**src/rtl/bsg_chip_pkg.sv**
```systemverilog
// Shared definitions for the chip memory link: default widths, flit-count helper and FSM state types.
package bsg_chip_pkg;

  localparam int flit_width_gp        = 64;
  localparam int cce_mem_msg_width_lp = 600;

  function automatic int flit_count(input int msg_width, input int flit_width);
    return (msg_width + flit_width - 1) / flit_width;
  endfunction

  typedef enum logic {
    TX_IDLE = 1'b0,
    TX_SEND = 1'b1
  } tx_state_e;

  typedef enum logic {
    RX_COLLECT = 1'b0,
    RX_FULL    = 1'b1
  } rx_state_e;

endpackage

```
**src/rtl/bsg_chip_mem_link_tx.sv**
```systemverilog
// Outbound path: latches one CCE memory command and serializes it into flits, lowest slice first.
module bsg_chip_mem_link_tx
  import bsg_chip_pkg::*;
#(
  parameter int msg_width_p  = cce_mem_msg_width_lp,
  parameter int flit_width_p = flit_width_gp
) (
  input  logic                    clk_i,
  input  logic                    reset_i,
  input  logic [msg_width_p-1:0]  mem_cmd_i,
  input  logic                    mem_cmd_v_i,
  output logic                    mem_cmd_ready_o,
  output logic [flit_width_p-1:0] link_data_o,
  output logic                    link_v_o,
  input  logic                    link_ready_i
);

  localparam int n_flits_lp   = flit_count(msg_width_p, flit_width_p);
  localparam int cnt_width_lp = (n_flits_lp > 1) ? $clog2(n_flits_lp) : 1;
  localparam int pad_width_lp = n_flits_lp * flit_width_p;
  localparam logic [cnt_width_lp-1:0] last_cnt_lp = cnt_width_lp'(n_flits_lp - 1);

  tx_state_e                state_r, state_n;
  logic [cnt_width_lp-1:0]  cnt_r, cnt_n;
  logic [pad_width_lp-1:0]  msg_r, cmd_padded;
  logic                     cmd_fire;

  // Storing the message pre-padded makes the last flit's upper bits zero for free.
  always_comb begin
    cmd_padded                  = '0;
    cmd_padded[msg_width_p-1:0] = mem_cmd_i;
  end

  assign mem_cmd_ready_o = (state_r == TX_IDLE) & ~reset_i;
  assign link_v_o        = (state_r == TX_SEND) & ~reset_i;
  assign link_data_o     = msg_r[cnt_r*flit_width_p +: flit_width_p];

  always_comb begin
    state_n  = state_r;
    cnt_n    = cnt_r;
    cmd_fire = 1'b0;
    case (state_r)
      TX_IDLE: begin
        if (mem_cmd_v_i) begin
          cmd_fire = 1'b1;
          cnt_n    = '0;
          state_n  = TX_SEND;
        end
      end
      TX_SEND: begin
        if (link_ready_i) begin
          if (cnt_r == last_cnt_lp) begin
            cnt_n   = '0;
            state_n = TX_IDLE;
          end else begin
            cnt_n = cnt_r + 1'b1;
          end
        end
      end
      default: state_n = TX_IDLE;
    endcase
  end

  always_ff @(posedge clk_i) begin
    if (reset_i) begin
      state_r <= TX_IDLE;
      cnt_r   <= '0;
    end else begin
      state_r <= state_n;
      cnt_r   <= cnt_n;
    end
  end

  always_ff @(posedge clk_i) begin
    if (cmd_fire) msg_r <= cmd_padded;
  end

endmodule

```
**src/rtl/bsg_chip_mem_link_adapter.sv**
```systemverilog
// Bridges the core's packed CCE memory command/response messages onto a narrower flit link.
// Tx serializes in the sub-module; Rx reassembles inline and holds the response until yumi.
module bsg_chip_mem_link_adapter
  import bsg_chip_pkg::*;
#(
  parameter int msg_width_p  = cce_mem_msg_width_lp,
  parameter int flit_width_p = flit_width_gp
) (
  input  logic                    clk_i,
  input  logic                    reset_i,
  input  logic [msg_width_p-1:0]  mem_cmd_i,
  input  logic                    mem_cmd_v_i,
  output logic                    mem_cmd_ready_o,
  output logic [flit_width_p-1:0] link_data_o,
  output logic                    link_v_o,
  input  logic                    link_ready_i,
  input  logic [flit_width_p-1:0] link_data_i,
  input  logic                    link_v_i,
  output logic                    link_ready_o,
  output logic [msg_width_p-1:0]  mem_resp_o,
  output logic                    mem_resp_v_o,
  input  logic                    mem_resp_yumi_i
);

  localparam int n_flits_lp   = flit_count(msg_width_p, flit_width_p);
  localparam int cnt_width_lp = (n_flits_lp > 1) ? $clog2(n_flits_lp) : 1;
  localparam logic [cnt_width_lp-1:0] last_cnt_lp = cnt_width_lp'(n_flits_lp - 1);

  bsg_chip_mem_link_tx #(
    .msg_width_p (msg_width_p),
    .flit_width_p(flit_width_p)
  ) tx (
    .clk_i          (clk_i),
    .reset_i        (reset_i),
    .mem_cmd_i      (mem_cmd_i),
    .mem_cmd_v_i    (mem_cmd_v_i),
    .mem_cmd_ready_o(mem_cmd_ready_o),
    .link_data_o    (link_data_o),
    .link_v_o       (link_v_o),
    .link_ready_i   (link_ready_i)
  );

  rx_state_e               rx_state_r, rx_state_n;
  logic [cnt_width_lp-1:0] rx_cnt_r, rx_cnt_n;
  logic [msg_width_p-1:0]  rx_buf_r;
  logic                    rx_fire;

  assign link_ready_o = (rx_state_r == RX_COLLECT) & ~reset_i;
  assign mem_resp_v_o = (rx_state_r == RX_FULL) & ~reset_i;
  assign mem_resp_o   = rx_buf_r;

  always_comb begin
    rx_state_n = rx_state_r;
    rx_cnt_n   = rx_cnt_r;
    rx_fire    = 1'b0;
    case (rx_state_r)
      RX_COLLECT: begin
        if (link_v_i) begin
          rx_fire = 1'b1;
          if (rx_cnt_r == last_cnt_lp) begin
            rx_cnt_n   = '0;
            rx_state_n = RX_FULL;
          end else begin
            rx_cnt_n = rx_cnt_r + 1'b1;
          end
        end
      end
      RX_FULL: begin
        if (mem_resp_yumi_i) rx_state_n = RX_COLLECT;
      end
      default: rx_state_n = RX_COLLECT;
    endcase
  end

  always_ff @(posedge clk_i) begin
    if (reset_i) begin
      rx_state_r <= RX_COLLECT;
      rx_cnt_r   <= '0;
    end else begin
      rx_state_r <= rx_state_n;
      rx_cnt_r   <= rx_cnt_n;
    end
  end

  // Per-bit slot select keeps the buffer exactly msg_width_p wide; padding of the last flit is dropped.
  always_ff @(posedge clk_i) begin
    for (int b = 0; b < msg_width_p; b++) begin
      if (rx_fire && (int'(rx_cnt_r) == b / flit_width_p))
        rx_buf_r[b] <= link_data_i[b % flit_width_p];
    end
  end

  yumi_only_when_valid: assert property (
    @(posedge clk_i) disable iff (reset_i) mem_resp_yumi_i |-> mem_resp_v_o
  );

endmodule

```
**config.mk**
```make
export PLATFORM = sky130hd
export DESIGN_NAME = bsg_chip_mem_link_adapter
export DESIGN_NICKNAME = d
export VERILOG_FILES = /design/src/rtl/bsg_chip_pkg.sv /design/src/rtl/bsg_chip_mem_link_tx.sv /design/src/rtl/bsg_chip_mem_link_adapter.sv
export SDC_FILE = /design/constraint.sdc
export NUM_CORES = 1
export LEC_CHECK = 0
export CORE_AREA = 3 3 525 527
export DETAILED_ROUTE_END_ITERATION = 10
export DIE_AREA = 0 0 528 530
export GPL_ROUTABILITY_DRIVEN = 0
export PLACE_DENSITY_LB_ADDON = 0.3
export SYNTH_ARGS = -nofsm -noshare
export SYNTH_HDL_FRONTEND = slang
export SYNTH_HIERARCHICAL = 1
export SYNTH_SLANG_ARGS = --single-unit
```
**constraint.sdc**
```tcl
create_clock -name clk_i -period 66 [get_ports clk_i]
set_input_delay 13.2 -clock clk_i [delete_from_list [all_inputs] [get_ports clk_i]]
set_output_delay 13.2 -clock clk_i [all_outputs]
set_load 0.01 [all_outputs]
```
==> results.cfg <==
[yosys]
ys_seq_area_share_pct = 87.2
syn_area_um2 = 41600
ys_types = 41
synthCells = 1821
synth_seq_cells = 1210
synth_area_leader_cell = edfxtp_1
ys.warnings.count = 6
yosysTopAreaCellShare_pct = 86.7
synth_nets = 2493
syn_avg_cell_area_um2 = 22.8
ys_top_cells_by_area = edfxtp_1 (87%), mux2_2 (4.1%), mux4_2 (3.5%), o221ai_1 (1.3%), nor2_1 (0.70%)

[worst_setup_path]
startpoint_type = primary input
r2r_cells = 8
cp_max_fo = 14
crit_path_end_kind = output pin
cp_cell_sequence = clkdlybuf4s50_1 -> buf_4 -> nor2_1 -> clkdlybuf4s50_1
worst_path_max_delay_cell = clkdlybuf4s50_1
crit_required_ns = 52.80
path_class = primary input to output pin
slowest_delay_ns = 0.73
crit_top_cell = clkdlybuf4s50_1
cp_top_family = buffers and inverters
worstPathBufferInverterCount = 3
cp_num_cells = 4
cp.arrival_ns = 15.04

[die]
die-area_um2 = 280000
io_pins = 1338
initial_core_util_pct = 15.3
die_h_um = 530
dieWidth_um = 528
rows = 191
design.core.area_um2 = 271000

[timing]
maxSlewViolCount = 0
fin_crit_ns = 28.24
slew_headroom_pct = 26.5
grt_setup_unrepaired = no
fin_ws_ns = 37.76
timing.hold.ws_ns = 0.632
finalClockSkew_ns = 0.0430
post-route-period-util_pct = 42.8
max_freq_mhz = 35.4
setup_viol = 0
hold_viol = 0
setup_tns_ns = 0
tightest_slew_ns = 1.10

[clock_tree]
numCtsBuffers = 144
cts_tree = yes
clock_sinks = 1210
clk_latency_ns = 0.79
ctsHtreeMaxLevel = 4
cts.hold.buffers_added = 0
clockBufferDepth = 4
cts_root_buf = clkbuf_16
path_clk_slew_ns = 0.06
post_cts_buffers = 0
cts_resized = 0

[power]
p_sw_share_pct = 21.5
powerDensity_nw_per_um2 = 27.7
p_seq_share_pct = 50.1
p_int_mw = 1.39
p_comb_share_pct = 6.7
clkPwrFrac_pct = 43.2
total_power_mw = 1.77
vdd_drop_max_mv = 0.0179
p_sw_uw = 382
p_leak_nw = 20.4

[global_routing]
antenna_found_initial = 51
grt_usage_pct = 11.0
grt_max_degree = 80
grt_pass1_vias = 25000
grt_pass1_wl_mm = 214
grt_overflow = 0

[layout]
seqCellArea_um2 = 36200
area.growth.synth_to_final_pct = 53.8
finalNonFillerCells = 6961
final_cell_mix = clkdlybuf4s50_1 (1337), edfxtp_1 (1200), mux2_2 (152)
final_common_cell = clkdlybuf4s50_1
nNetsFinal = 3945
stdcell_area_um2 = 63900
multi_input_area_um2 = 5020
drive_above_1_share_pct = 13.9
fin_util_pct = 23.6
fillerInstances = 28100

[routing]
routedWlPerCell_um = 23.4
drc_errors = 0
drt_pre_antenna_iters = 5
vias_per_cell = 3.41
routed_wl_mm = 163
drtAntennaViolNets = 0
drt-initial-drc-count = 1445
vias = 23700

[run]
cap_viol_max_count = 0

[placed_design]
dp.cells = 6697
postPlaceCellArea_um2 = 59400
numPortBuffers = 1337
place_ws_ns = 37.44
hpwl_mm = 119

[status]
status = completed

[hold_path]
min_path_type = flip-flop to flip-flop
whs_path_depth = 2
==> routing by layer <==
layer	share of wire (%)	GRT usage, %	up-vias
li1	-	-	10300
met1	34	11.1	11900
met2	53	20.7	1183
met3	9.6	4.42	261
met4	2.7	3.29	36
met5	0.13	0	-
==> power by group through the flow <==
| stage | clock network [mW] | registers, mW | logic, mW |
|---|---|---|---|
| after floorplan | 0 | 0.925 | 0.0315 |
| after global placement | 0 | 0.905 | 0.120 |
| after detailed placement | 0 | 0.906 | 0.121 |
| after CTS | 0.796 | 0.890 | 0.121 |
| after global routing | 0.827 | 0.891 | 0.126 |
| final | 0.766 | 0.889 | 0.118 |
==> cell usage after synthesis <==
| cell | number |
|---|---|
| inv_1 | 5 |
| mux4_2 | 64 |
| edfxtp_1 | 1200 |
| ha_1 | 2 |
| nand3b_1 | 2 |
| buf_4 | 8 |
| o21ai_1 | 44 |
| o221ai_1 | 64 |
| mux2_2 | 152 |
| nand4bb_1 | 1 |
| nor2_1 | 77 |
| or2_1 | 1 |
| buf_6 | 7 |
| dfxtp_1 | 10 |
| xor2_1 | 2 |
| buf_2 | 32 |
| or2b_1 | 1 |
| and3b_1 | 2 |
| nor2b_1 | 4 |
| o21ai_0 | 21 |
| nand2b_1 | 4 |
| a32oi_1 | 1 |
| nand2_1 | 69 |
| o21a_1 | 1 |
| clkbuf_1 | 19 |
| nand3_1 | 1 |
| nand2_2 | 1 |
| nand4b_1 | 2 |
| and2_1 | 1 |
| nor3_1 | 5 |
| mux2i_1 | 1 |
| or3_1 | 2 |
| a21oi_2 | 1 |
| nor4b_2 | 1 |
| nor3b_2 | 1 |
| or4b_4 | 1 |
| buf_1 | 4 |
| a221oi_1 | 1 |
| a21oi_1 | 4 |
| nand3b_2 | 1 |
| a311oi_1 | 1 |
==> final timing paths <==
kind	start	end	slack (ns)
max reg2reg	tx/state_r$_SDFF_PP0_	tx/msg_r[592]$_DFFE_PP_	59.10
min reg2reg	rx_cnt_r[0]$_SDFFE_PP0P_	rx_cnt_r[0]$_SDFFE_PP0P_	0.63
min	rx_cnt_r[0]$_SDFFE_PP0P_	rx_cnt_r[0]$_SDFFE_PP0P_	0.63
max	reset_i	link_ready_o	37.76
==> area by class of cell <==
type,instances,area share [%]
repair buffers,1376,21.4
clock inverters,73,1.15
diodes,16,0.0626
multi-input cells,536,7.85
well taps,3570,6.98
flip-flops and latches,1210,56.7
clock buffers,175,5.85
inverters,5,0.0333
==> logic make-up after synthesis <==
kind of cell	after synthesis	synth area share [%]
simple gates	177	1.88
compound gates	138	2.28
flops	1210	87.2
xor+xnor	2	0.0421
mux	217	7.61
buf+inv	75	0.972
fa+ha+maj	2	0.0602
==> flip-flops by register name, summed over array words and instances (netlist names) <==
signal and cells:
mem_resp_o 600, tx/msg_r 600, rx_cnt_r 4, tx/cnt_r 4
rx_state_r 1, tx/state_r 1
==> worst min-delay path, delay by kind of cell (launching register included) <==
family / cells / cell delay (ns)
flops: 1 / 0.37
xor+xnor: 1 / 0.17
simple gates: 1 / 0.05
No activity file was read; power rests on OpenSTA's default activity.
==> RTL change 1 (same flow settings) <==
The package constant `flit_width_gp` goes from 64 to 32.
--- a/src/rtl/bsg_chip_pkg.sv
+++ b/src/rtl/bsg_chip_pkg.sv
@@ -3,3 +3,3 @@
 
-  localparam int flit_width_gp        = 64;
+  localparam int flit_width_gp        = 32;
   localparam int cce_mem_msg_width_lp = 600;
Ports: changed (resized link_data_i and link_data_o); port bits go from 1338 to 1274. The function was not compared with the original's and may differ.
==> RTL change 1 against the original RTL <==
  * Wire length shrank 0.60%
  * Via count fell by 0.64%
  * Sequential cell count rose by 2
  * Die area unchanged
  * Sequential share of layout area grew 0.17 points
  * Critical path depth did not move
  * Count of clock-buffer cells in the layout fell by 2
  * Synthesized area rose by 0.80%
  * Final area fell by 0.21%
  * Clock skew rose by 20 ps
  * Maximum frequency rose by 1.6%
  * Power decreased by 0.76%
  * Setup slack improved by 430 ps
  * Highest routed layer unchanged
==> RTL change 1: results (changes against the original RTL) <==
----------------------------------------------------
[Logic synthesis]
  Sequential area share after synthesis ... 0.866 (was 0.872)
  Share of the synthesized area in compound gates (AO/OA/AOI/OAI) ... 0.0229 (was 0.0228)
  Most area-consuming cells after synthesis ... sky130_fd_sc_hd__edfxtp_1 (86%), sky130_fd_sc_hd__mux2i_1 (4.6%), sky130_fd_sc_hd__mux4_2 (3.4%) (was sky130_fd_sc_hd__edfxtp_1 (87%), sky130_fd_sc_hd__mux2_2 (4.1%), sky130_fd_sc_hd__mux4_2 (3.5%))
  Share of the synthesized area in the top cell type ... 0.860 (was 0.867)
  Most instantiated cells after synthesis ... sky130_fd_sc_hd__edfxtp_1 (1200), sky130_fd_sc_hd__mux2i_1 (193), sky130_fd_sc_hd__mux4_2 (64) (was sky130_fd_sc_hd__edfxtp_1 (1200), sky130_fd_sc_hd__mux2_2 (152), sky130_fd_sc_hd__nor2_1 (77))

[Setup path]
  Worst Path Max Fanout ... 12 (was 14)
  Data arrival time of the critical path ... 14610 ps (was 15040 ps)
  Last element of the critical path ... link_v_o (was link_ready_o)

[Pwr]
  Total leakage power ... 20.3 nW (was 20.4 nW)
  Peak VDD IR ... 0.0163 mV (was 0.0179 mV)
  Power share of the sequential group ... 0.505 (was 0.501)

[Hold path]
  Hold_sp ... rx_cnt_r[4] (was rx_cnt_r[0])

[Global routing]
  Maximum number of pins on one net before global-route repair ... 156 (was 80)
  Global routing met3 resource utilization ... 0.0462 (was 0.0442)
  Antenna violations before repair ... 46 (was 51)
  Gr usage total ... 0.110 (about the same)

[Run status]
  Run status ... complete, no violations (unchanged)

[Final layout]
  Non-Clock Buffer Count ... 1325 (was 1376)
  Non-clock buffers, area share ... 0.206 (was 0.214)
  Fill cell total of the finished layout ... 28000 (was 28100)
  Count of inverters not on the clock network in the layout ... 11 (was 5)
  Number of multi-input logic gates ... 559 (was 536)
  Fraction of standard cell area that is sequential ... 0.569 (was 0.567)

[Placed design]
  DP Worst Slack ... 38190 ps (was 37440 ps)

[Clock tree]
  CTS buffer count ... 142 (was 144)
  Clk_lat worst skew ... 810 ps (was 790 ps)

[Routing]
  Detailed-route via count ... 23600 (was 23700)
  Routed metal-1 wire length ... 58300 um (was 55900 um)

[STA]
  Crit path time final ... 27810 ps (was 28240 ps)

----------------------------------------------------
RTL change 1: cell count changes after synthesis, moves of 36 or more:
| cell | change |
|---|---|
| sky130_fd_sc_hd__o21ai_1 | -36 |
| sky130_fd_sc_hd__mux2i_1 | +192 |
| sky130_fd_sc_hd__a22oi_1 | +41 |
| sky130_fd_sc_hd__mux2_2 | -152 |
| sky130_fd_sc_hd__o221ai_1 | -40 |
| sky130_fd_sc_hd__a21oi_1 | +51 |
RTL change 1: through the flow:
stage	util	hold slack (ps)	cells	cell area (sq um)
CTS	0.235	528	6928	63800
floorplan	-	476	1853	41900
detailed placement	0.219	517	6677	59300
global route	0.235	553	6930	63800
global placement	0.219	506	6677	59300
finish	0.235	537	6940	63800
RTL change 1: worst max-delay path: stages:
cell                              delay (ps)
sky130_fd_sc_hd__clkdlybuf4s50_1         400
sky130_fd_sc_hd__buf_4                   230
sky130_fd_sc_hd__nor2b_1                 190
sky130_fd_sc_hd__clkdlybuf4s50_1         570
==> RTL change 2 (same flow settings) <==
Made on the original files. Reset style: asynchronous (`reset_i`), changed in 2 clocked blocks.
--- a/src/rtl/bsg_chip_mem_link_tx.sv
+++ b/src/rtl/bsg_chip_mem_link_tx.sv
@@ -63,3 +63,3 @@
 
-  always_ff @(posedge clk_i) begin
+  always_ff @(posedge clk_i or posedge reset_i) begin
     if (reset_i) begin
--- a/src/rtl/bsg_chip_mem_link_adapter.sv
+++ b/src/rtl/bsg_chip_mem_link_adapter.sv
@@ -74,3 +74,3 @@
 
-  always_ff @(posedge clk_i) begin
+  always_ff @(posedge clk_i or posedge reset_i) begin
     if (reset_i) begin
Formal check against the unedited RTL: not equivalent (Yosys sat finds a counterexample within 4 cycles, from zero or initial values and one cycle with reset_i high; the reset may be asserted at any time).
==> RTL change 2 against the original RTL <==
  * Final area up 0.10%
  * Core utilization about the same
  * Worst hold slack better by 45 ps
  * Sequential cell count unchanged
  * Synthesized area about the same
  * Global-route usage down 0.12 points
  * Setup slack better by 450 ps
  * Wire length down 0.98%
Power is not compared: it rests on default switching activity, and its combinational part moved more than twofold at a synthesized area within 25%.
==> RTL change 2: results (changes against the original RTL) <==
----------------------------------------------------
[Final layout]
  Share of post-route cells with drive strength above 1 ... 0.143 (was 0.139)
  Net total in the final layout ... 3939 (was 3945)
  Area added between synthesis and finish ... 53.9% (was 53.8%)

[Global routing]
  Number of global-route vias before repair ... 25000 (about the same)
  Antenna violations before repair ... 66 (was 51)
  Maximum number of pins on one net before global-route repair ... 84 (was 80)
  Global-route met1 utilization ... 0.113 (was 0.111)
  Global routing met3 resource utilization ... 0.0450 (was 0.0442)

[Logic synthesis]
  Adder and majority cell fraction of the synthesized area ... 0.000602 (about the same)
  Async S/R FF share, synth ... 0.00826 (was 0)
  Most area-consuming cells after synthesis ... sky130_fd_sc_hd__edfxtp_1 (87%), sky130_fd_sc_hd__mux2_2 (4.1%), sky130_fd_sc_hd__mux4_2 (3.5%) (unchanged)
  Proportion of synthesized area in mux cells ... 0.0763 (was 0.0761)
  Gate count of the mapped netlist ... 1812 (was 1821)
  Sequential area share after synthesis ... 0.872 (about the same)
  Syn nets ... 2484 (was 2493)
  Unique masters post-synth ... 34 (was 41)

[Placed design]
  Post-DP HPWL ... 119000 um (about the same)
  DP Worst Slack ... 38230 ps (was 37440 ps)

[Run status]
  Run status ... complete, no violations (unchanged)

[Routing]
  Drt initial violations ... 1541 (was 1445)
  Routed metal-1 wire length ... 56700 um (was 55900 um)

[Pwr]
  Power consumption ... 2.23 mW

[STA]
  Worst clock skew ... 61.5 ps (was 43.0 ps)
  Fmax achieved ... 36.0 MHz (was 35.4 MHz)

[Clock tree]
  Clk_lat worst skew ... 810 ps (was 790 ps)

[Hold path]
  Hold_sp ... rx_cnt_r[1] (was rx_cnt_r[0])
  Hold-critical path endpoint ... rx_cnt_r[1] (was rx_cnt_r[0])

[Setup path]
  Last element of the critical path ... link_v_o (was link_ready_o)
  Reg-to-reg slack, setup ... 60130 ps (was 59100 ps)
  Reg-to-reg startpoint ... tx/state_r (unchanged)
  Worst Path Max Fanout ... 6 (was 14)

----------------------------------------------------
RTL change 2: cell count changes in the layout (fill, tap and decap cells not counted), moves of 6 or more:
cell	change
sky130_fd_sc_hd__o22ai_1	+66
sky130_fd_sc_hd__o221ai_1	-64
sky130_fd_sc_hd__o31ai_1	+64
sky130_fd_sc_hd__o21ai_1	-44
sky130_fd_sc_hd__o21ai_0	-18
sky130_fd_sc_hd__clkinv_2	+10
sky130_fd_sc_hd__clkbuf_1	-8
sky130_fd_sc_hd__diode_2	+8
sky130_fd_sc_hd__dfxtp_1	-7
sky130_fd_sc_hd__dfrtp_1	+6
RTL change 2: final cells by class:
| class | count | share of cell area |
|---|---|---|
| sequential | 1210 | 0.567 |
| timing repair buffer | 1379 | 0.214 |
| multi-input combinational | 526 | 0.0777 |
| tap | 3570 | 0.0698 |
| clock buffer | 169 | 0.0586 |
| clock inverter | 81 | 0.0115 |
| antenna | 24 | 0.000938 |
| inverter | 6 | 0.000352 |
